$ cat src/rtl/bcd_timer_updown.sv
// -----------------------------------------------------------------------------
// bcd_timer_updown
//   Packed-BCD up/down timer with prescaled tick, preset load, level pause,
//   terminal detection and a done flag. Drives the 7-segment display driver
//   (digit_time) and takes start/pause/load from the oven control FSM.
//
//   Build option: define TIMER_WRAP_EN to make the count wrap at the terminal
//   value (done becomes a one-cycle pulse). When undefined, reaching the
//   terminal value parks the timer in DONE with done held high.
// -----------------------------------------------------------------------------
module bcd_timer_updown #(
    parameter int DIGITS   = 2,   // number of BCD digits, 1..4
    parameter int TICK_DIV = 1,   // clock cycles per count step, >= 1
    parameter int CNT_W    = 8    // width of the elapsed-tick counter
) (
    input  logic                  clk,
    input  logic                  rst,
    input  logic                  load,
    input  logic [4*DIGITS-1:0]   load_val,
    input  logic                  start,
    input  logic                  pause,
    input  logic                  mode,
    output logic [4*DIGITS-1:0]   digit_time,
    output logic [CNT_W-1:0]      current_time,
    output logic                  running,
    output logic                  done
);

    // Prescaler only needs to reach TICK_DIV-1; keep at least one bit so the
    // TICK_DIV=1 build still has a legal (constant-zero) register.
    localparam int             PW        = (TICK_DIV > 1) ? $clog2(TICK_DIV) : 1;
    localparam logic [PW-1:0]  PRESC_MAX = PW'(TICK_DIV - 1);
    localparam logic [4*DIGITS-1:0] ALL_NINES = {DIGITS{4'h9}};
    localparam logic [CNT_W-1:0]    CNT_SAT   = {CNT_W{1'b1}};

    typedef enum logic [1:0] {
        ST_IDLE,
        ST_RUN,
        ST_PAUSED,
        ST_DONE
    } state_t;

    // -------------------------------------------------------------------------
    // BCD helpers
    // -------------------------------------------------------------------------

    // Increment with digit carry; a 9 rolls to 0 and carries into the next
    // digit. The top digit's carry-out is dropped, so all nines becomes zero.
    function automatic logic [4*DIGITS-1:0] bcd_inc(input logic [4*DIGITS-1:0] v);
        logic [4*DIGITS-1:0] res;
        logic                carry;
        logic [3:0]          d;
        res   = v;
        carry = 1'b1;
        for (int i = 0; i < DIGITS; i++) begin
            d = v[4*i +: 4];
            if (carry) begin
                if (d >= 4'd9) begin
                    res[4*i +: 4] = 4'd0;
                    carry         = 1'b1;
                end else begin
                    res[4*i +: 4] = d + 4'd1;
                    carry         = 1'b0;
                end
            end
        end
        return res;
    endfunction

    // Decrement with digit borrow; a 0 rolls to 9 and borrows from the next
    // digit. All zeros becomes all nines.
    function automatic logic [4*DIGITS-1:0] bcd_dec(input logic [4*DIGITS-1:0] v);
        logic [4*DIGITS-1:0] res;
        logic                borrow;
        logic [3:0]          d;
        res    = v;
        borrow = 1'b1;
        for (int i = 0; i < DIGITS; i++) begin
            d = v[4*i +: 4];
            if (borrow) begin
                if (d == 4'd0) begin
                    res[4*i +: 4] = 4'd9;
                    borrow        = 1'b1;
                end else begin
                    res[4*i +: 4] = d - 4'd1;
                    borrow        = 1'b0;
                end
            end
        end
        return res;
    endfunction

    // Force every nibble into 0..9 so an out-of-range preset can never leak
    // an invalid BCD digit to the display.
    function automatic logic [4*DIGITS-1:0] bcd_clamp(input logic [4*DIGITS-1:0] v);
        logic [4*DIGITS-1:0] res;
        for (int i = 0; i < DIGITS; i++) begin
            res[4*i +: 4] = (v[4*i +: 4] > 4'd9) ? 4'd9 : v[4*i +: 4];
        end
        return res;
    endfunction

    // Terminal value for a direction: all nines counting up, all zeros down.
    function automatic logic is_terminal(input logic dir_down,
                                         input logic [4*DIGITS-1:0] v);
        return dir_down ? (v == '0) : (v == ALL_NINES);
    endfunction

    // -------------------------------------------------------------------------
    // State and datapath registers
    // -------------------------------------------------------------------------
    state_t               r_state;
    logic [4*DIGITS-1:0]  r_digits;
    logic [CNT_W-1:0]     r_count;
    logic [PW-1:0]        r_presc;
    logic                 r_dir_down;
    logic                 r_done;

    state_t               w_state_nx;
    logic [4*DIGITS-1:0]  w_digits_nx;
    logic [CNT_W-1:0]     w_count_nx;
    logic [PW-1:0]        w_presc_nx;
    logic                 w_dir_down_nx;
    logic                 w_done_nx;
    logic [4*DIGITS-1:0]  w_stepped;

    // One step of the count in the latched direction.
    assign w_stepped = r_dir_down ? bcd_dec(r_digits) : bcd_inc(r_digits);

    // Next-state and datapath decode; priority is load > start > pause.
    always_comb begin
        // NOTE: every output of this block gets a default first, so no path
        // leaves a variable unassigned and no latch is inferred.
        w_state_nx    = r_state;
        w_digits_nx   = r_digits;
        w_count_nx    = r_count;
        w_presc_nx    = r_presc;
        w_dir_down_nx = r_dir_down;
`ifdef TIMER_WRAP_EN
        w_done_nx     = 1'b0;     // done is a single-cycle pulse in wrap mode
`else
        w_done_nx     = r_done;   // done is sticky until load/rst
`endif

        if (load) begin
            w_state_nx  = ST_IDLE;
            w_digits_nx = bcd_clamp(load_val);
            w_count_nx  = '0;
            w_presc_nx  = '0;
            w_done_nx   = 1'b0;
        end else begin
            unique case (r_state)
                ST_IDLE: begin
                    if (start) begin
                        w_dir_down_nx = mode;
                        w_presc_nx    = '0;
                        w_count_nx    = '0;
`ifdef TIMER_WRAP_EN
                        w_state_nx    = ST_RUN;
`else
                        // Already at the terminal value: finish without stepping.
                        if (is_terminal(mode, r_digits)) begin
                            w_state_nx = ST_DONE;
                            w_done_nx  = 1'b1;
                        end else begin
                            w_state_nx = ST_RUN;
                        end
`endif
                    end
                end

                ST_RUN: begin
                    if (pause) begin
                        // Freeze value and prescaler phase; no tick this cycle.
                        w_state_nx = ST_PAUSED;
                    end else if (r_presc == PRESC_MAX) begin
                        w_presc_nx  = '0;
                        w_digits_nx = w_stepped;
                        if (r_count != CNT_SAT) begin
                            w_count_nx = r_count + 1'b1;
                        end
`ifdef TIMER_WRAP_EN
                        // Stepping off the terminal value is the wrap event.
                        if (is_terminal(r_dir_down, r_digits)) begin
                            w_done_nx = 1'b1;
                        end
`else
                        if (is_terminal(r_dir_down, w_stepped)) begin
                            w_state_nx = ST_DONE;
                            w_done_nx  = 1'b1;
                        end
`endif
                    end else begin
                        w_presc_nx = r_presc + 1'b1;
                    end
                end

                ST_PAUSED: begin
                    // Resume with the held prescaler phase once pause drops.
                    if (!pause) begin
                        w_state_nx = ST_RUN;
                    end
                end

                ST_DONE: begin
                    // Holds until load or rst; start is ignored here.
                end

                default: begin
                    w_state_nx = ST_IDLE;
                end
            endcase
        end
    end

    // State and datapath registers with synchronous active-high reset.
    always_ff @(posedge clk) begin
        // NOTE: sequential state uses non-blocking assignments so every
        // register samples its pre-edge inputs, independent of statement order.
        if (rst) begin
            r_state    <= ST_IDLE;
            r_digits   <= '0;
            r_count    <= '0;
            r_presc    <= '0;
            r_dir_down <= 1'b0;
            r_done     <= 1'b0;
        end else begin
            r_state    <= w_state_nx;
            r_digits   <= w_digits_nx;
            r_count    <= w_count_nx;
            r_presc    <= w_presc_nx;
            r_dir_down <= w_dir_down_nx;
            r_done     <= w_done_nx;
        end
    end

    assign digit_time   = r_digits;
    assign current_time = r_count;
    assign running      = (r_state == ST_RUN);
    assign done         = r_done;

endmodule

$ cat config.mk
export PLATFORM = sky130hd
export DESIGN_NAME = bcd_timer_updown
export DESIGN_NICKNAME = d
export VERILOG_FILES = /design/src/rtl/bcd_timer_updown.sv
export SDC_FILE = /design/constraint.sdc
export NUM_CORES = 1
export LEC_CHECK = 0
export ABC_AREA = 1
export CAP_MARGIN = 20
export CORE_MARGIN = 10
export CORE_UTILIZATION = 25
export CTS_BUF_LIST = sky130_fd_sc_hd__clkbuf_16
export DETAILED_ROUTE_END_ITERATION = 7
export SLEW_MARGIN = 0
export SYNTH_ARGS = -nofsm -noshare
export SYNTH_HDL_FRONTEND = slang
export SYNTH_SLANG_ARGS = --single-unit
$ cat constraint.sdc
create_clock -name clk -period 3.7 [get_ports clk]
set_input_delay 0.925 -clock clk [delete_from_list [all_inputs] [get_ports clk]]
set_output_delay 0.925 -clock clk [all_outputs]
set_load 0.03 [all_outputs]
==> results.cfg, run 1 <==
[outcome]
status = complete, no violations

[die]
ios = 32
rows = 30
initial_utilization_pct = 25.4
core_um2 = 6720
fp.dieH_um = 103
die-area_um2 = 10500
die_x_um = 103

[setup_path]
cp_max_fo = 9
critPathLaunchType = register
end_kind = primary output
slowest_stage = clkdlybuf4s50_1
r2r-start = digit_time[0]
crit_chain = clkdlybuf4s50_1
crit_family = buffers and inverters
arrival_ps = 1760
r2r-end = r_state[1]
path_buf_inv = 1
r2r_cells = 17
crit_type = register to primary output
rrSetupSlack_ps = 1510
critPathMaxStageDelay_ps = 810
cp.required_ps = 2770

[synth]
synth_compound_area_share_pct = 14.1
yosys.area_share.simple_pct = 40.4
synth_area_per_cell_um2 = 6.65
synth_cells = 257
synth_nets = 283
yosys-mux-area-fraction_pct = 0
synth_area_um2 = 1710
synth_top_family_by_area = simple AND/OR/NAND/NOR gates
ys_ff_latch = 20
synth.distinct_cells = 36
ys_warn_count = 0
yosysSeqAreaShare_pct = 23.4
synthXorXnorAreaFrac_pct = 2.05
synth_fa_ha_area_share_pct = 8.79

[sta]
tightest_slew_ps = 662
slew_viol_final = 0
finClkSkew_ps = 2.61
period_minus_slack_ps = 2680
hold_ws_ps = 448
setup_viol = 0
hold_viol = 0
relSlewSlack_pct = 55.7
fmax_ghz = 0.373
fin_tns_setup_ps = 0
rsz0062_at_grt = false
finalCritPeriodShare_pct = 72.5

[global_routing]
grtUsageMet3_pct = 3.28
antenna_found_initial = 0
busiest_layer = met2
grt_pass1_vias = 1606
grt_use_met1_pct = 11.2
grtUsageMet2_pct = 13.5
grt-ovfl-total = 0
grt_max_degree = 14
grt_pass1_wl_um = 7560
grtUsageTotal_pct = 8.64

[cells_and_area]
area.growth.synth_to_final_pct = 25.4
final_nets = 313
fin_util_pct = 31.9
num_antenna_cells = 0
final_cells = 366
drive_above_1_share_pct = 12.2

[worst_hold_path]
whs_path_depth = 2
hp-class = register to register
worstHoldEndpoint = done
min_from = done

[detailed_routing]
via_per_inst = 4.63
post-route-drc-count = 0
wirelength_um = 4500
drtIter0Drc = 68
dr.pass1.iters = 4
detail_route.wl_per_cell_um = 12.3
via_count = 1695
ant_nets = 0

[clock_tree]
hold_buffers = 0
cts_max_path_buffers = 2
cts.htree.levels = 1
clkTransAtPathRegs_ps = 60
cts_setup_buffers = 0
cts_sinks = 20
clk_latency_ps = 250
cts_tree = done
clockRootBuffer = clkbuf_16
cts_resized = 0
numCtsBuffers = 3

[placement]
place_inst = 362
port_buffers = 31
place_congestion = 0.859
dp_hpwl_um = 3670

[power]
ir_drop_v = 0.000177
power.density_nw_per_um2 = 350
p_leak_nw = 0.917

[run]
maxCapViolCount = 0
-- power by group --
part / internal [mW] / total (mW) / switching, mW
registers: 0.228 / 0.254 / 0.0263
logic: 0.105 / 0.270 / 0.165
clock network: 0.144 / 0.225 / 0.0812
total: 0.477 / 0.750 / 0.272
-- sequential cells by signal, indices dropped and copies added (netlist names) --
register,flops
current_time,8
digit_time,8
r_state,2
done,1
r_dir_down,1
-- final cells by class --
type / count / area (um2)
timing repair buffer: 31 / 310
tap: 80 / 100
multi-input combinational: 197 / 1110
clock inverter: 1 / 3.75
fill: 736 / 4580
clock buffer: 3 / 75.1
inverter: 34 / 138
sequential: 20 / 400
-- kinds of logic after synthesis --
kind of cell	count (synthesis)
AOI/OAI and AO/OA	38
and+or+nand+nor	143
adders and majority gates	12
DFF	20
xor gates and xnor gates	4
buffers and inverters	40
-- metrics by stage --
step                      power (mW)  area [um2]  setup WS [ps]
after floorplan                0.458        1710           1660
after global placement         0.530        2060            999
after detailed placement       0.530        2060            918
after CTS                      0.759        2140            988
after global routing           0.799        2140            947
final                          0.750        2140           1020
-- cell usage after synthesis --
cell / n / area, um2
nor2_1: 31 / 116
nor2_2: 5 / 31.3
nand3_2: 2 / 20.0
nor3_1: 2 / 10.0
nand3_4: 1 / 17.5
nand2_4: 2 / 22.5
inv_1: 27 / 101
nand3_1: 23 / 115
nor2_8: 1 / 20.0
inv_2: 5 / 18.8
clkbuf_8: 1 / 13.8
buf_6: 3 / 33.8
a221oi_1: 4 / 35.0
o211ai_1: 1 / 7.51
inv_6: 2 / 17.5
o21bai_1: 1 / 7.51
o22ai_1: 1 / 6.26
nand2_2: 9 / 56.3
nor4_1: 1 / 6.26
nand4_1: 3 / 18.8
or2_2: 1 / 6.26
nand2_1: 60 / 225
nor3b_2: 1 / 12.5
xnor2_1: 2 / 17.5
dfxtp_1: 20 / 400
a21oi_1: 11 / 55.1
ha_1: 12 / 150
a21oi_2: 1 / 8.76
o21ai_0: 7 / 35.0
clkbuf_1: 2 / 7.51
o21ai_2: 1 / 8.76
a211oi_1: 3 / 22.5
xor2_1: 2 / 17.5
a31oi_1: 7 / 43.8
o211a_1: 1 / 10.0
nor2_4: 1 / 11.3
-- worst reg2reg max path, delay by kind of cell, from the launching register on --
kind,cells,cell delay [ps]
AOI/OAI and AO/OA,1,120
and+or+nand+nor,13,1050
buffers and inverters,2,190
DFF,1,500
adders and majority gates,1,280
-- how the worst max path moves through the flow --
stage / from / to / slack (ps) / depth (start not counted)
after floorplan: digit_time[0] / r_state[0] / 1660 / 16
after global placement: load / digit_time[4] / 1000 / 6
after detailed placement: load / digit_time[4] / 920 / 6
after CTS: digit_time[2] / digit_time[2] / 990 / 1
after global routing: load / digit_time[4] / 950 / 6
final: digit_time[2] / digit_time[2] / 1020 / 1
-- layer usage --
metal  vias to the layer above  routed length [um]
met2                        38                1940
met1                       750                2180
met5                         -                   0
met4                         0                  29
li1                        903                   -
met3                         4                 351
-- layout by cell type (no fill, tap or decap), drive strengths merged, types with 2 or more instances in the layout --
master / n
nand2: 71
xnor2: 2
nor2: 38
xor2: 2
a31oi: 7
clkbuf: 3
a21oi: 12
nand4: 3
ha: 12
nand3: 26
a221oi: 4
o21ai: 8
inv: 34
dfxtp: 20
clkdlybuf4s50: 31
a211oi: 3
nor3: 2
Power figures use the tool's default switching activity.
==> run 2, diff against run 1 <==
==> constraint.sdc (replaced) <==
create_clock -name clk -period 2.32 [get_ports clk]
set_input_delay 0.58 -clock clk [delete_from_list [all_inputs] [get_ports clk]]
set_output_delay 0.58 -clock clk [all_outputs]
set_load 0.03 [all_outputs]
==> results.cfg, run 2 (synthesis results as in run 1) <==
[global_routing]
grt_max_degree = 13
grt_pass1_vias = 1645
antenna_found_initial = 0
grt_pass1_wl_um = 7860
grtUsageTotal_pct = 9.05
grt-ovfl-total = 0

[cells_and_area]
fill_cells = 715
layout_commonest_cell = nand2_1
area.growth.synth_to_final_pct = 31.8
layout_common_cells = 60 x nand2_1, 31 x nor2_1, 30 x clkdlybuf4s50_1, 27 x inv_1, 23 x nand3_1
final_nets = 324
drive_above_1_share_pct = 16.2
num_antenna_cells = 0

[clock_tree]
clkTransAtPathRegs_ps = 60
cts_tree = done
numCtsBuffers = 3
clk_latency_ps = 250
cts_sinks = 20
cts_max_path_buffers = 2
cts_resized = 1
hold_buffers = 0
clockRootBuffer = clkbuf_16
cts.htree.levels = 1
cts_setup_buffers = 0

[die]
die-area_um2 = 10500
rows = 30
core_um2 = 6720
fp.dieH_um = 103
die_x_um = 103
ios = 32
initial_utilization_pct = 25.4

[setup_path]
path_buf_inv = 2
crit_chain = buf_4 > clkdlybuf4s50_1
critPathMaxStageDelay_ps = 710
crit_type = register to primary output
cp_max_fo = 9
critPathLaunchType = register
end_kind = primary output
cp.required_ps = 1740
crit_family = buffers and inverters
slowest_stage = clkdlybuf4s50_1
cp_num_cells = 2
arrival_ps = 1480
r2r_cells = 18

[power]
p_int_uw = 894
comb_power_share_pct = 35.6
power.share.clock_pct = 35.6
swShare_pct = 33.5
seqPwrFrac_pct = 28.8
ir_drop_v = 0.000359
p_leak_nw = 0.989
p_switching_uw = 450
power.density_nw_per_um2 = 597
power.total_mw = 1.34

[worst_hold_path]
hp-class = register to register
whs_path_depth = 2

[placement]
place_congestion = 0.927
dp_hpwl_um = 3840
preCtsSetupSlack_ps = 138
port_buffers = 31

[detailed_routing]
dr_wl_met2_um = 2070
via_count = 1749
dr_wl_met3_um = 317
wl_met1_um = 2280
ant_nets = 0
dr.pass1.iters = 4
wirelength_um = 4680
detail_route.wl_per_cell_um = 12.4
post-route-drc-count = 0
drtIter0Drc = 120
via_per_inst = 4.64
highest_layer = met4

[sta]
fmax_ghz = 0.486
finClkSkew_ps = 2.38
tightest_slew_ps = 332
period_minus_slack_ps = 2060
rsz0062_at_grt = false
setup_ws_ps = 260
finalCritPeriodShare_pct = 88.8
slew_viol_final = 0
fin_tns_setup_ps = 0
hold_viol = 0
setup_viol = 0
relSlewSlack_pct = 77.8

[run]
maxCapViolCount = 0

[outcome]
status = complete, no violations
## run 2: final cells by class
type                       instances  area [um2]  share of cell area (%)
tap                               80         100                    4.45
sequential                        20         402                    17.8
timing repair buffer              42         392                    17.4
clock inverter                     1        30.0                    1.33
multi-input combinational        197        1110                    49.5
clock buffer                       3        75.1                    3.34
inverter                          34         138                    6.11
## run 2: power by group through the flow
stage	Sequential, mW	Clock (mW)	Combinational, mW
5_1_grt	0.391	0.499	0.537
3_3_place_gp	0.394	0	0.477
4_1_cts	0.387	0.489	0.481
3_5_place_dp	0.394	0	0.480
2_1_floorplan	0.420	0	0.311
6_report	0.388	0.478	0.478
## run 2: metrics by stage
step	hold slack [ps]	utilization, %	instance area (um2)	cells
2_1_floorplan	539	-	1710	257
3_3_place_gp	438	31.9	2150	373
3_5_place_dp	443	31.9	2150	373
4_1_cts	453	33.5	2250	377
5_1_grt	489	33.5	2250	377
6_report	447	33.5	2250	377
## run 2: worst register-to-register path: stages, from the launching register on
cell and delay (ps):
dfxtp_1 310, buf_4 160, ha_1 230, inv_1 90, nand3_4 110, nand2_4 100, inv_2 60, nand2_2 50
nand2_1 40, nand2_1 80, nand2_2 70, nor2_1 90, nand2_1 50, nand2_1 70, nand3_2 90, nand2_2 70
nand2_2 70, nor2_1 100, nor2_1 50
## run 2: layer usage
layer  up-vias  track usage, %
li1        923               -
met1       785            12.1
met2        39            14.3
met3         2            2.68
met4         0           0.976
met5         -               0
## run 2: path summary, 6_finish.rpt
| kind | startpoint | end | slack [ps] |
|---|---|---|---|
| max reg2reg | digit_time[0] | r_state[1] | 320 |
| min | done | done | 450 |
| min reg2reg | done | done | 450 |
| max | digit_time[2] | digit_time[2] | 260 |
==> run 3, diff against run 2 <==
--- a/config.mk
+++ b/config.mk
@@ -7,6 +7,7 @@
 export LEC_CHECK = 0
 export ABC_AREA = 1
 export CAP_MARGIN = 20
+export CORE_ASPECT_RATIO = 0.7
 export CORE_MARGIN = 10
 export CORE_UTILIZATION = 25
 export CTS_BUF_LIST = sky130_fd_sc_hd__clkbuf_16
==> results.cfg, run 3 (synthesis results as in run 1) <==
[die]
rows = 25
die-area_um2 = 10600
core_um2 = 6690
die_x_um = 119
ios = 32
initial_utilization_pct = 25.5
fp.dieH_um = 89.2

[placement]
port_buffers = 31
dp_hpwl_um = 4010
place_congestion = 0.849

[global_routing]
grtUsageTotal_pct = 9.05
grt_pass1_wl_um = 8010
grt_pass1_vias = 1618
grt_max_degree = 11
grt-ovfl-total = 0
antenna_found_initial = 0

[cells_and_area]
fin_util_pct = 33.4
area.growth.synth_to_final_pct = 31.0
num_antenna_cells = 0
layout_commonest_cell = nand2_1
layout_common_cells = 60 x nand2_1, 31 x nor2_1, 30 x clkdlybuf4s50_1, 27 x inv_1, 23 x nand3_1
final_nets = 324
drive_above_1_share_pct = 15.5

[sta]
rsz0062_at_grt = false
slew_viol_final = 0
finClkSkew_ps = 2.61
finalCritPeriodShare_pct = 90.2
fmax_ghz = 0.478
fin_tns_setup_ps = 0
hold_viol = 0
tightest_slew_ps = 341
relSlewSlack_pct = 77.2
period_minus_slack_ps = 2090
hold_ws_ps = 453
setup_viol = 0

[setup_path]
slowest_stage = clkdlybuf4s50_1
crit_chain = clkdlybuf4s50_1
critPathLaunchType = register
critPathMaxStageDelay_ps = 750
cp.required_ps = 1740
end_kind = primary output
crit_family = buffers and inverters
cp_max_fo = 6
crit_type = register to primary output
path_buf_inv = 1
arrival_ps = 1510

[detailed_routing]
wirelength_um = 4740
wl_met1_um = 2510
detail_route.wl_per_cell_um = 12.2
dr.pass1.iters = 4
post-route-drc-count = 0
dr_wl_met2_um = 1860
dr_wl_met3_um = 350
highest_layer = met4
drtIter0Drc = 172
ant_nets = 0
via_per_inst = 4.44
via_count = 1730

[clock_tree]
cts_sinks = 20
cts_max_path_buffers = 2
clkTransAtPathRegs_ps = 50
clk_latency_ps = 250
cts.htree.levels = 1
cts_tree = done
hold_buffers = 0
numCtsBuffers = 3
clockRootBuffer = clkbuf_16

[power]
power.density_nw_per_um2 = 545
power.total_mw = 1.22
p_leak_nw = 0.975
ir_drop_v = 0.000274

[worst_hold_path]
hp-class = register to register

[outcome]
status = complete, no violations

[run]
maxCapViolCount = 0
==> run 3: cell types whose count changed in the layout (fill, tap and decap cells not counted), sizes merged <==
cell    delta
bufinv     -1
==> run 3: worst paths after layout <==
check	from	to	slack (ps)	depth (start not counted)
worst max-delay path	digit_time[3]	digit_time[3]	230	1
worst min-delay path	done	done	450	2
worst max register to register	digit_time[1]	r_state[1]	260	14
worst min register to register	done	done	450	2
==> run 3: through the flow <==
step	cells	worst slack, ps	instance area [um2]
6_report	390	228	2240
5_1_grt	390	27.5	2240
4_1_cts	390	233	2240
3_5_place_dp	387	92.1	2160
3_3_place_gp	387	163	2160
2_1_floorplan	257	278	1710
==> run 3: worst register-to-register path: stages, from the launching register on <==
cell	delay (ps)
dfxtp_1	410
inv_1	130
ha_1	220
inv_1	90
nand3_4	110
a21oi_1	150
nand2_1	110
a21oi_1	190
nand3_1	90
nand2_1	80
nand3_2	90
nand2_2	60
nand2_2	60
nor2_1	110
nor2_1	50
==> run 3: power breakdown <==
group	internal (mW)	switching, mW	leakage [nW]
clock network	0.227	0.124	0.0370
registers	0.364	0.0246	0.163
logic	0.188	0.291	0.774
total	0.779	0.440	0.975
==> run 3: timing repair <==
item / CTS / global route
setup buffers: 0 / 0
setup endpoints to repair: 1 / 0
gates resized for setup: 1 / 0
==> run 3: layout make-up <==
class	instances	area [um2]
clock buffer	3	75.1
fill	749	4460
inverter	34	138
multi-input combinational	197	1110
sequential	20	400
tap	94	118
timing repair buffer	42	392
==> run 3: per-layer routing <==
metal	GRT usage (%)	up-vias
li1	-	925
met1	13.5	755
met2	12.6	48
met3	2.21	2
met4	1.66	0
met5	0	-
